--- src/rtl/serial_bus_pkg.sv ---
// Shared definitions for the serial bus: control frame codes exchanged between
// masters and slaves, and the arbiter state encoding.
// Ports: none (package).
package serial_bus_pkg;

    // Control frame codes carried on the bus control lines.
    typedef enum logic [2:0] {
        CTRL_ABORT    = 3'b100,
        CTRL_CONTINUE = 3'b101,
        CTRL_HOLD     = 3'b110,
        CTRL_START    = 3'b111
    } control_t;

    typedef enum logic [1:0] {
        ARB_IDLE,
        ARB_GRANT,
        ARB_HOLD_WAIT,
        ARB_RESUME
    } arb_state_t;

endpackage

--- src/rtl/bus_prio_encoder.sv ---
// Fixed-priority encoder: reports whether any bit is set and the lowest set index.
// Ports: vec_i (W-bit vector in), found_o (any bit set), idx_o (lowest set index, 0 when none).
// Purely combinational, no latency, no flow control.
module bus_prio_encoder #(
    parameter int W  = 2,
    parameter int IW = (W > 1) ? $clog2(W) : 1
) (
    input  logic [W-1:0]  vec_i,
    output logic          found_o,
    output logic [IW-1:0] idx_o
);

    // Scan from the top down so the lowest set index is the last one written.
    always_comb begin
        found_o = 1'b0;
        idx_o   = '0;
        for (int i = W - 1; i >= 0; i--) begin
            if (vec_i[i]) begin
                found_o = 1'b1;
                idx_o   = IW'(i);
            end
        end
    end

endmodule

--- src/rtl/serial_bus_arbiter.sv ---
// Fixed-priority bus arbiter (index 0 highest) with single-level preemption via HOLD/CONTINUE frames.
// Ports: clk_i/rst_n_i; req_i, done_i, hold_ack_i per master; grant_o, hold_o, resume_o one-hot;
//        owner_id_o index of the grantee; busy_o high while any grant is set.
// Grant is registered one cycle after request; an all-zero grant cycle always separates owners.
module serial_bus_arbiter
    import serial_bus_pkg::*;
#(
    parameter int MASTERS      = 2,
    parameter int M_ID_WIDTH   = $clog2(MASTERS),
    parameter int HOLD_TIMEOUT = 64
) (
    input  logic                  clk_i,
    input  logic                  rst_n_i,
    input  logic [MASTERS-1:0]    req_i,
    input  logic [MASTERS-1:0]    done_i,
    input  logic [MASTERS-1:0]    hold_ack_i,
    output logic [MASTERS-1:0]    grant_o,
    output logic [MASTERS-1:0]    hold_o,
    output logic [MASTERS-1:0]    resume_o,
    output logic [M_ID_WIDTH-1:0] owner_id_o,
    output logic                  busy_o
);

    localparam int TW = $clog2(HOLD_TIMEOUT);

    arb_state_t              state_q,   state_d;
    logic [MASTERS-1:0]      grant_q,   grant_d;
    logic [MASTERS-1:0]      hold_q,    hold_d;
    logic [MASTERS-1:0]      resume_q,  resume_d;
    logic                    pre_vld_q, pre_vld_d;
    logic [M_ID_WIDTH-1:0]   pre_id_q,  pre_id_d;
    logic [TW-1:0]           timer_q,   timer_d;

    logic                    pick_found;
    logic [M_ID_WIDTH-1:0]   pick_idx;
    logic                    owner_found;
    logic [M_ID_WIDTH-1:0]   owner_id;
    logic                    owner_release;

    function automatic logic [MASTERS-1:0] onehot(input logic [M_ID_WIDTH-1:0] idx);
        onehot = {{(MASTERS-1){1'b0}}, 1'b1} << idx;
    endfunction

    // Highest-priority requester.
    bus_prio_encoder #(.W(MASTERS), .IW(M_ID_WIDTH)) u_pick (
        .vec_i   (req_i),
        .found_o (pick_found),
        .idx_o   (pick_idx)
    );

    // Owner index decoded from the one-hot grant; found doubles as busy.
    bus_prio_encoder #(.W(MASTERS), .IW(M_ID_WIDTH)) u_owner (
        .vec_i   (grant_q),
        .found_o (owner_found),
        .idx_o   (owner_id)
    );

    always_comb begin
        state_d   = state_q;
        grant_d   = grant_q;
        hold_d    = hold_q;
        resume_d  = '0;
        pre_vld_d = pre_vld_q;
        pre_id_d  = pre_id_q;
        timer_d   = timer_q;

        // done/holdAck are only ever looked at on the owner's bit.
        owner_release = done_i[owner_id] || !req_i[owner_id];

        unique case (state_q)
            ARB_IDLE: begin
                // With a master parked, hand back to it once it is the best
                // (or only) candidate left; the RESUME cycle does the re-grant.
                if (pre_vld_q && (!pick_found || pick_idx == pre_id_q)) begin
                    state_d = ARB_RESUME;
                end else if (pick_found) begin
                    grant_d = onehot(pick_idx);
                    state_d = ARB_GRANT;
                end
            end

            ARB_GRANT: begin
                if (owner_release) begin
                    grant_d = '0;
                    state_d = pre_vld_q ? ARB_RESUME : ARB_IDLE;
                end else if (!pre_vld_q && pick_found && pick_idx < owner_id) begin
                    hold_d  = onehot(owner_id);
                    timer_d = '0;
                    state_d = ARB_HOLD_WAIT;
                end
            end

            ARB_HOLD_WAIT: begin
                if (timer_q != {TW{1'b1}}) begin
                    timer_d = timer_q + 1'b1;
                end
                // Release beats ack: an owner that finishes while holding is
                // simply done and must not be resumed later.
                if (owner_release) begin
                    hold_d  = '0;
                    grant_d = '0;
                    state_d = pre_vld_q ? ARB_RESUME : ARB_IDLE;
                end else if (hold_ack_i[owner_id]) begin
                    hold_d    = '0;
                    grant_d   = '0;
                    pre_vld_d = 1'b1;
                    pre_id_d  = owner_id;
                    state_d   = ARB_IDLE;
                end else if (timer_q == TW'(HOLD_TIMEOUT - 1)) begin
                    hold_d  = '0;
                    state_d = ARB_GRANT;
                end
            end

            ARB_RESUME: begin
                pre_vld_d = 1'b0;
                if (req_i[pre_id_q]) begin
                    grant_d  = onehot(pre_id_q);
                    resume_d = onehot(pre_id_q);
                    state_d  = ARB_GRANT;
                end else begin
                    state_d = ARB_IDLE;
                end
            end

            default: state_d = ARB_IDLE;
        endcase
    end

    always_ff @(posedge clk_i or negedge rst_n_i) begin
        if (!rst_n_i) begin
            state_q   <= ARB_IDLE;
            grant_q   <= '0;
            hold_q    <= '0;
            resume_q  <= '0;
            pre_vld_q <= 1'b0;
            pre_id_q  <= '0;
            timer_q   <= '0;
        end else begin
            state_q   <= state_d;
            grant_q   <= grant_d;
            hold_q    <= hold_d;
            resume_q  <= resume_d;
            pre_vld_q <= pre_vld_d;
            pre_id_q  <= pre_id_d;
            timer_q   <= timer_d;
        end
    end

    assign grant_o    = grant_q;
    assign hold_o     = hold_q;
    assign resume_o   = resume_q;
    assign owner_id_o = owner_id;
    assign busy_o     = owner_found;

endmodule

--- config.mk ---
export PLATFORM = sky130hd
export DESIGN_NAME = serial_bus_arbiter
export DESIGN_NICKNAME = d
export VERILOG_FILES = /design/src/rtl/serial_bus_pkg.sv /design/src/rtl/bus_prio_encoder.sv /design/src/rtl/serial_bus_arbiter.sv
export SDC_FILE = /design/constraint.sdc
export NUM_CORES = 1
export LEC_CHECK = 0
export ABC_AREA = 1
export CORE_ASPECT_RATIO = 0.6
export CORE_UTILIZATION = 30
export CTS_BUF_LIST = sky130_fd_sc_hd__clkbuf_8
export CTS_CLUSTER_DIAMETER = 150
export DETAILED_ROUTE_END_ITERATION = 6
export SETUP_SLACK_MARGIN = 0.1
export SLEW_MARGIN = 20
export SYNTH_ARGS = -nofsm -noshare
export SYNTH_HDL_FRONTEND = slang
export SYNTH_HIERARCHICAL = 1
export SYNTH_SLANG_ARGS = --single-unit
--- constraint.sdc ---
create_clock -name clk_i -period 1.4 [get_ports clk_i]
set_input_delay 0.21 -clock clk_i [delete_from_list [all_inputs] [get_ports clk_i]]
set_output_delay 0.21 -clock clk_i [all_outputs]
set_load 0.03 [all_outputs]
* After elaboration in Yosys (flattened, before gate mapping) *
Cells that the tools add are included.

word-level totals
  register bits = 16
  logic and storage cells = 97
  output and inout bits = 8
  input port bits = 8

operators by class
  bitwise gates (word level) = 1
  equal/unequal tests = 19
  order comparisons = 3
  multiplexer cells = 46
  shift operators = 3
  add/subtract/negate cells = 1
  reduce and logical (&&, ||, !) cells = 17

operators with widths
  operator                                              number
  two-way mux 2 bit                                     21
  two-way mux 6 bit                                     3
  != test 2 bit (second input constant)                 9
  two-way mux 1 bit                                     17
  one-hot mux 2 bit (4 select lines)                    2
  one-hot mux 6 bit (2 select lines)                    1
  != test 3 bit (second input constant)                 3
  AND reduction 3 bit                                   3
  AND reduction 4 bit                                   2
  adder 6 x 1 -> 6 bit (second input constant)          1
  equality test 6 bit (second input constant)           1
  != test 6 bit (second input constant)                 1
  left shift 1 x 1 -> 2 bit (first input constant)      3
  AND reduction 5 bit                                   1
  equality test 2 bit (second input constant)           2
  < comparator 1 x 2 -> 1 bit (second input constant)   2
  != test 4 bit (second input constant)                 1
  one-hot mux 2 bit (2 select lines)                    1
  nonzero test 2 bit                                    2
  logical AND 1 bit                                     3
  logical NOT 1 bit                                     3
  equality test 2 x 1 -> 1 bit (second input constant)  1
  logical NOT 2 bit                                     1
  logical OR 1 bit                                      2
  4 further kinds                                       4

* Logic depth before layout (Yosys ltp) *
  depth after elaboration = 8
  gate-level depth with buffers = 11
  gate-level depth less buffers = 11

* Modules after synthesis *
Netlist, hierarchy kept.

modules (own cells, without submodules)
  module              cells each  area an instance (µm²)  times used  sequential area each (µm²)
  serial_bus_arbiter  134         964.7                   1           400.4
  bus_prio_encoder    4           17.5                    2           0.0

* Worst setup path before layout *
Ideal clock, no wire load.

  kind = reg2reg
  from = register grant_q[1] (netlist: grant_o[1])
  to = register timer_q[0]
  arrival time = 1.651 ns
  clock period less this slack = 1.779 ns
  required time = 1.273 ns
  cell stages (with the launch flop) = 10
  slack = -0.379 ns
  path buffers = 0
  setup time = 0.127 ns
  path through = dfrtp_1 -> inv_1 -> nor2_2 -> nand3_2 -> nand2_4 -> nand3_2 -> nand2_2 -> inv_2 -> nand2_1 -> o21ai_0

on the way
  cells in the longest elaborated chain, start to end = 8
  elaborated cells between the ends (all ways) = 13
  those cells by class = order compare (1); eq/ne (2); mux (6); reduce/logical (4)

ends and longest elaborated chain
  what                                                  line                       text
  start, declared                                       serial_bus_arbiter.sv:27   logic [MASTERS-1:0] grant_q, grant_d;
  start signal, assigned                                serial_bus_arbiter.sv:141  grant_q <= grant_d;
  two-way mux 1 bit * (2 in a row)                      bus_prio_encoder.sv:18     if (vec_i[i]) begin
  net owner_id_o                                        serial_bus_arbiter.sv:20   output logic [M_ID_WIDTH-1:0] owner_id_o,
  two-way mux 1 bit (not written as such) (2 in a row)  serial_bus_arbiter.sv:68   owner_release = done_i[owner_id] || !req_i[owner_id];
  logical NOT 1 bit                                     serial_bus_arbiter.sv:68
  logical OR 1 bit                                      serial_bus_arbiter.sv:68
  != test 2 bit (no source line)                        n/a
  AND reduction 4 bit (no source line) *                n/a
  end signal, assigned                                  serial_bus_arbiter.sv:146  timer_q <= timer_d;
  end, declared                                         serial_bus_arbiter.sv:32   logic [TW-1:0] timer_q, timer_d;

The timed path passes the listed nets; every way through them passes the cells marked *. The select of a mux whose other input is x is not followed.
A chain may end at the register's enable or synchronous reset.

* Worst setup path in the final report *
  from = register grant_q[0] (netlist: grant_o[0])
  to = register pre_id_q

on the way
  cells in the longest elaborated chain, start to end = 7
  elaborated cells between the ends (all ways) = 11
  those cells by class = mux (7); bitwise (1); reduce/logical (3)

ends and longest elaborated chain
  what                                                  line                       text
  two-way mux 1 bit *                                   bus_prio_encoder.sv:18
  two-way mux 1 bit (not written as such) (2 in a row)  serial_bus_arbiter.sv:68
  logical NOT 1 bit                                     serial_bus_arbiter.sv:68
  logical OR 1 bit                                      serial_bus_arbiter.sv:68
  inverter 1 bit (no source line)                       n/a
  AND reduction 3 bit (no source line)                  n/a
  end signal, assigned                                  serial_bus_arbiter.sv:145  pre_id_q <= pre_id_d;
  end, declared                                         serial_bus_arbiter.sv:31   logic [M_ID_WIDTH-1:0] pre_id_q, pre_id_d;

Every way passes the cells marked *; elsewhere a longest branch is shown, timed or not. The select of a mux whose other input is x is not followed.

==> results.toml <==
[layout]
multi_input_area_sq_um = 651
drive_gt1_share_pct = 42.2
syn2layout_area_growth_pct = 57.6
n_antenna_cell = 0
regArea_sq_um = 403
n_fill_cell = 278
postLayoutCellArea_sq_mm = 0.00158
nets = 195

[cts]
clock_path_buffers = 2
cts_hold_buffers = 0
cts_tree = "done"
cts_root_buf = "clkbuf_8"
cts-buffers-inserted = 3
cts.clk_slew.worst_paths_ns = 0.07
cts_max_level = 1
numClockSinks = 16
clk_latency_ns = 0.25

[setup_path]
critPathSlowestCell = "dfrtp_2"
critPathTopFamily = "simple AND/OR/NAND/NOR gates"
worst_setup_path_end_kind = "flip-flop"
cp.arrival_ns = 1.63
path_buf_inv = 2
r2r_cells = 9
path_class = "reg -> reg"
worstSetupStartpointType = "flip-flop"
r2r_start = "grant_o[0]"
slowest_delay_ns = 0.44
critPathRequiredTime_ns = 1.53
r2r_setup_slack_ns = -0.09
path_cells = "nor2_4 -> buf_12 -> nand3_2 -> nand2_4 -> nand2_1 -> inv_1 -> nand2_1 -> nand2_1 -> o21ai_0"
cp_max_fo = 5
worst_path_most_repeated_cell = "nand2_1"
rr_endpoint = "pre_id_q"

[global_routing]
grt_pass1_vias = 914
grt_overflow_total = 0
grt.total_usage_pct = 15.9
antenna_found_initial = 0
grt_pass1_wl_mm = 4.17
grt_max_degree = 17

[timing]
setup_viol = 14
finalWorstSetupSlack_ns = -0.0935
rsz0062_at_grt = "true"
finClkSkew_ns = 0.000809
setup_tns_ns = -0.946
clock.fmax_ghz = 0.670
finalHoldViolCount = 0
tightest_slew_ns = 0.369
period_minus_slack_ns = 1.49
slew_viol_final = 0
period_share_pct = 107
relSlewSlack_pct = 75.4

[logic_synthesis]
synth_cells = 142
synth_cell_types = 22
synth_most_common_cell = "nand2_1"
synth-seq-cells = 16
synth_top_cell_area_share_pct = 40.1
yosys_warnings = 6
synth_nets = 151
synth_top_area_cell = "dfrtp_1"
yosys-top-cells-area = "dfrtp_1 40%, nand2_1 18%, nand3_1 8.0%, inv_1 6.0%, nor2_1 4.5%"
yosys-top-cells-count = "47 x nand2_1, 16 x dfrtp_1, 16 x inv_1, 16 x nand3_1, 12 x nor2_1"
syn_area_per_cell_sq_um = 7.04
synth_seq_area_share_pct = 40.1
async_flop_share_pct = 100
synth.cell_area_sq_um = 1000
synth_ff_type = "dfrtp_1"
synth_edf_count = 0

[drt]
drc = 0
drt-vias-per-instance = 4.67
first_iter_violations = 63
routed-via-count = 1061
first_pass_iters = 4
totalWireLength_mm = 2.80
wl_per_cell_um = 12.3
ant_nets = 0

[min_path]
hold_class = "in -> async"

[power_and_ir_drop]
power.density_mw_per_mm2 = 1650
total_power_mw = 2.60
p_leak_nw = 0.794
peakVddDrop_mv = 0.632

[floorplanning]
io-pin-count = 16
start_util_pct = 33.1
std_cell_rows = 15
core_area_sq_mm = 0.00302
die_w_um = 76.5
die_h_um = 46.7
dieArea_sq_mm = 0.00357

[place]
place_congestion = 0.865
port_buffers = 15
hpwl_mm = 1.86
postPlaceCellArea_sq_mm = 0.00129

[run]
max-cap-violations = 0

[outcome]
status = "finished with violations"
violations = "setup timing"
[cells by family (layout without fill, tap and decap cells)]
logic type	after synthesis	after routing	synth area share [%]
AND/OR/NAND/NOR	93	93	44.2
buffers and inverters	20	63	7.63
adder cells (fa/ha/maj)	1	1	1.25
AO/OA/AOI/OAI	12	12	6.88
flip-flops	16	16	40.0
[worst reg2reg max path, cell delays in order, from the launching register on]
cell and delay [ns]:
dfrtp_2 0.44, nor2_4 0.16, buf_12 0.13, nand3_2 0.11
nand2_4 0.15, nand2_1 0.12, inv_1 0.09, nand2_1 0.06
nand2_1 0.05, o21ai_0 0.07
[timing repair]
action,CTS,global route
endpoints found under the hold margin,0,0
endpoints found under the setup margin,21,18
pin swaps,5,5
setup buffers,9,4
gates resized for setup,36,16
[flip-flops by register name, summed over array words and instances, names as in the netlist]
signal	count
grant_o	2
resume_o	2
state_q	2
hold_o	2
pre_id_q	1
timer_q	6
pre_vld_q	1
[how the worst max path moves through the flow]
stage | cells past startpoint | endpoint | startpoint
floorplan | 11 | grant_o[0] | grant_o[1]
global placement | 10 | grant_o[1] | req_i[1]
detailed placement | 9 | grant_o[1] | req_i[0]
CTS | 8 | pre_id_q | grant_o[0]
global route | 9 | timer_q[0] | grant_o[0]
finish | 9 | pre_id_q | grant_o[0]
[power by group]
group | switching (mW) | leakage, nW | internal [mW]
logic | 0.821 | 0.558 | 0.589
clock network | 0.170 | 0.0288 | 0.250
registers | 0.154 | 0.208 | 0.614
total | 1.15 | 0.794 | 1.45
[area by class of cell]
cell class                      instances  area share [%]
Sequential cell                        16            25.6
Timing Repair Buffer                   39            21.3
Clock buffer                            4            3.49
Multi-Input combinational cell        106            41.3
Tap cell                               42            3.34
Inverter                               20            5.00
[placed cells by master (no fill, tap or decap), types with 3 or more instances in the layout]
cell,netlist,final
nor2_2,4,3
nand2_4,1,5
nand3_1,16,14
nand2_2,5,11
dfrtp_1,16,14
inv_2,3,4
buf_6,0,3
dlygate4sd2_1,0,5
clkdlybuf4s50_1,0,6
nor2_4,1,7
inv_1,16,14
nand3_2,3,4
buf_4,0,21
nand2_1,47,37
clkbuf_8,0,4
nor2_1,12,7
a21oi_2,0,3
o21ai_0,5,4
[metal layers]
| metal | vias up | wire, um | GRT usage [%] |
|---|---|---|---|
| li1 | 533 | - | - |
| met1 | 477 | 1270 | 21.7 |
| met2 | 49 | 1300 | 25.6 |
| met3 | 2 | 209 | 4.36 |
| met4 | 0 | 21 | 3.85 |
| met5 | - | 0 | 0 |
[through the flow]
| stage | hold slack (ns) | util (%) | std cells | setup slack [ns] |
|---|---|---|---|---|
| 2_1_floorplan | -0.0856 | - | 142 | -0.131 |
| 3_3_place_gp | 0.456 | 42.9 | 210 | -0.295 |
| 3_5_place_dp | 0.469 | 42.9 | 210 | -0.366 |
| 4_1_cts | 0.281 | 49.7 | 223 | -0.0344 |
| 5_1_grt | 0.301 | 52.1 | 227 | -0.177 |
| 6_report | 0.275 | 52.1 | 227 | -0.0935 |
Power figures use the tool's default switching activity.
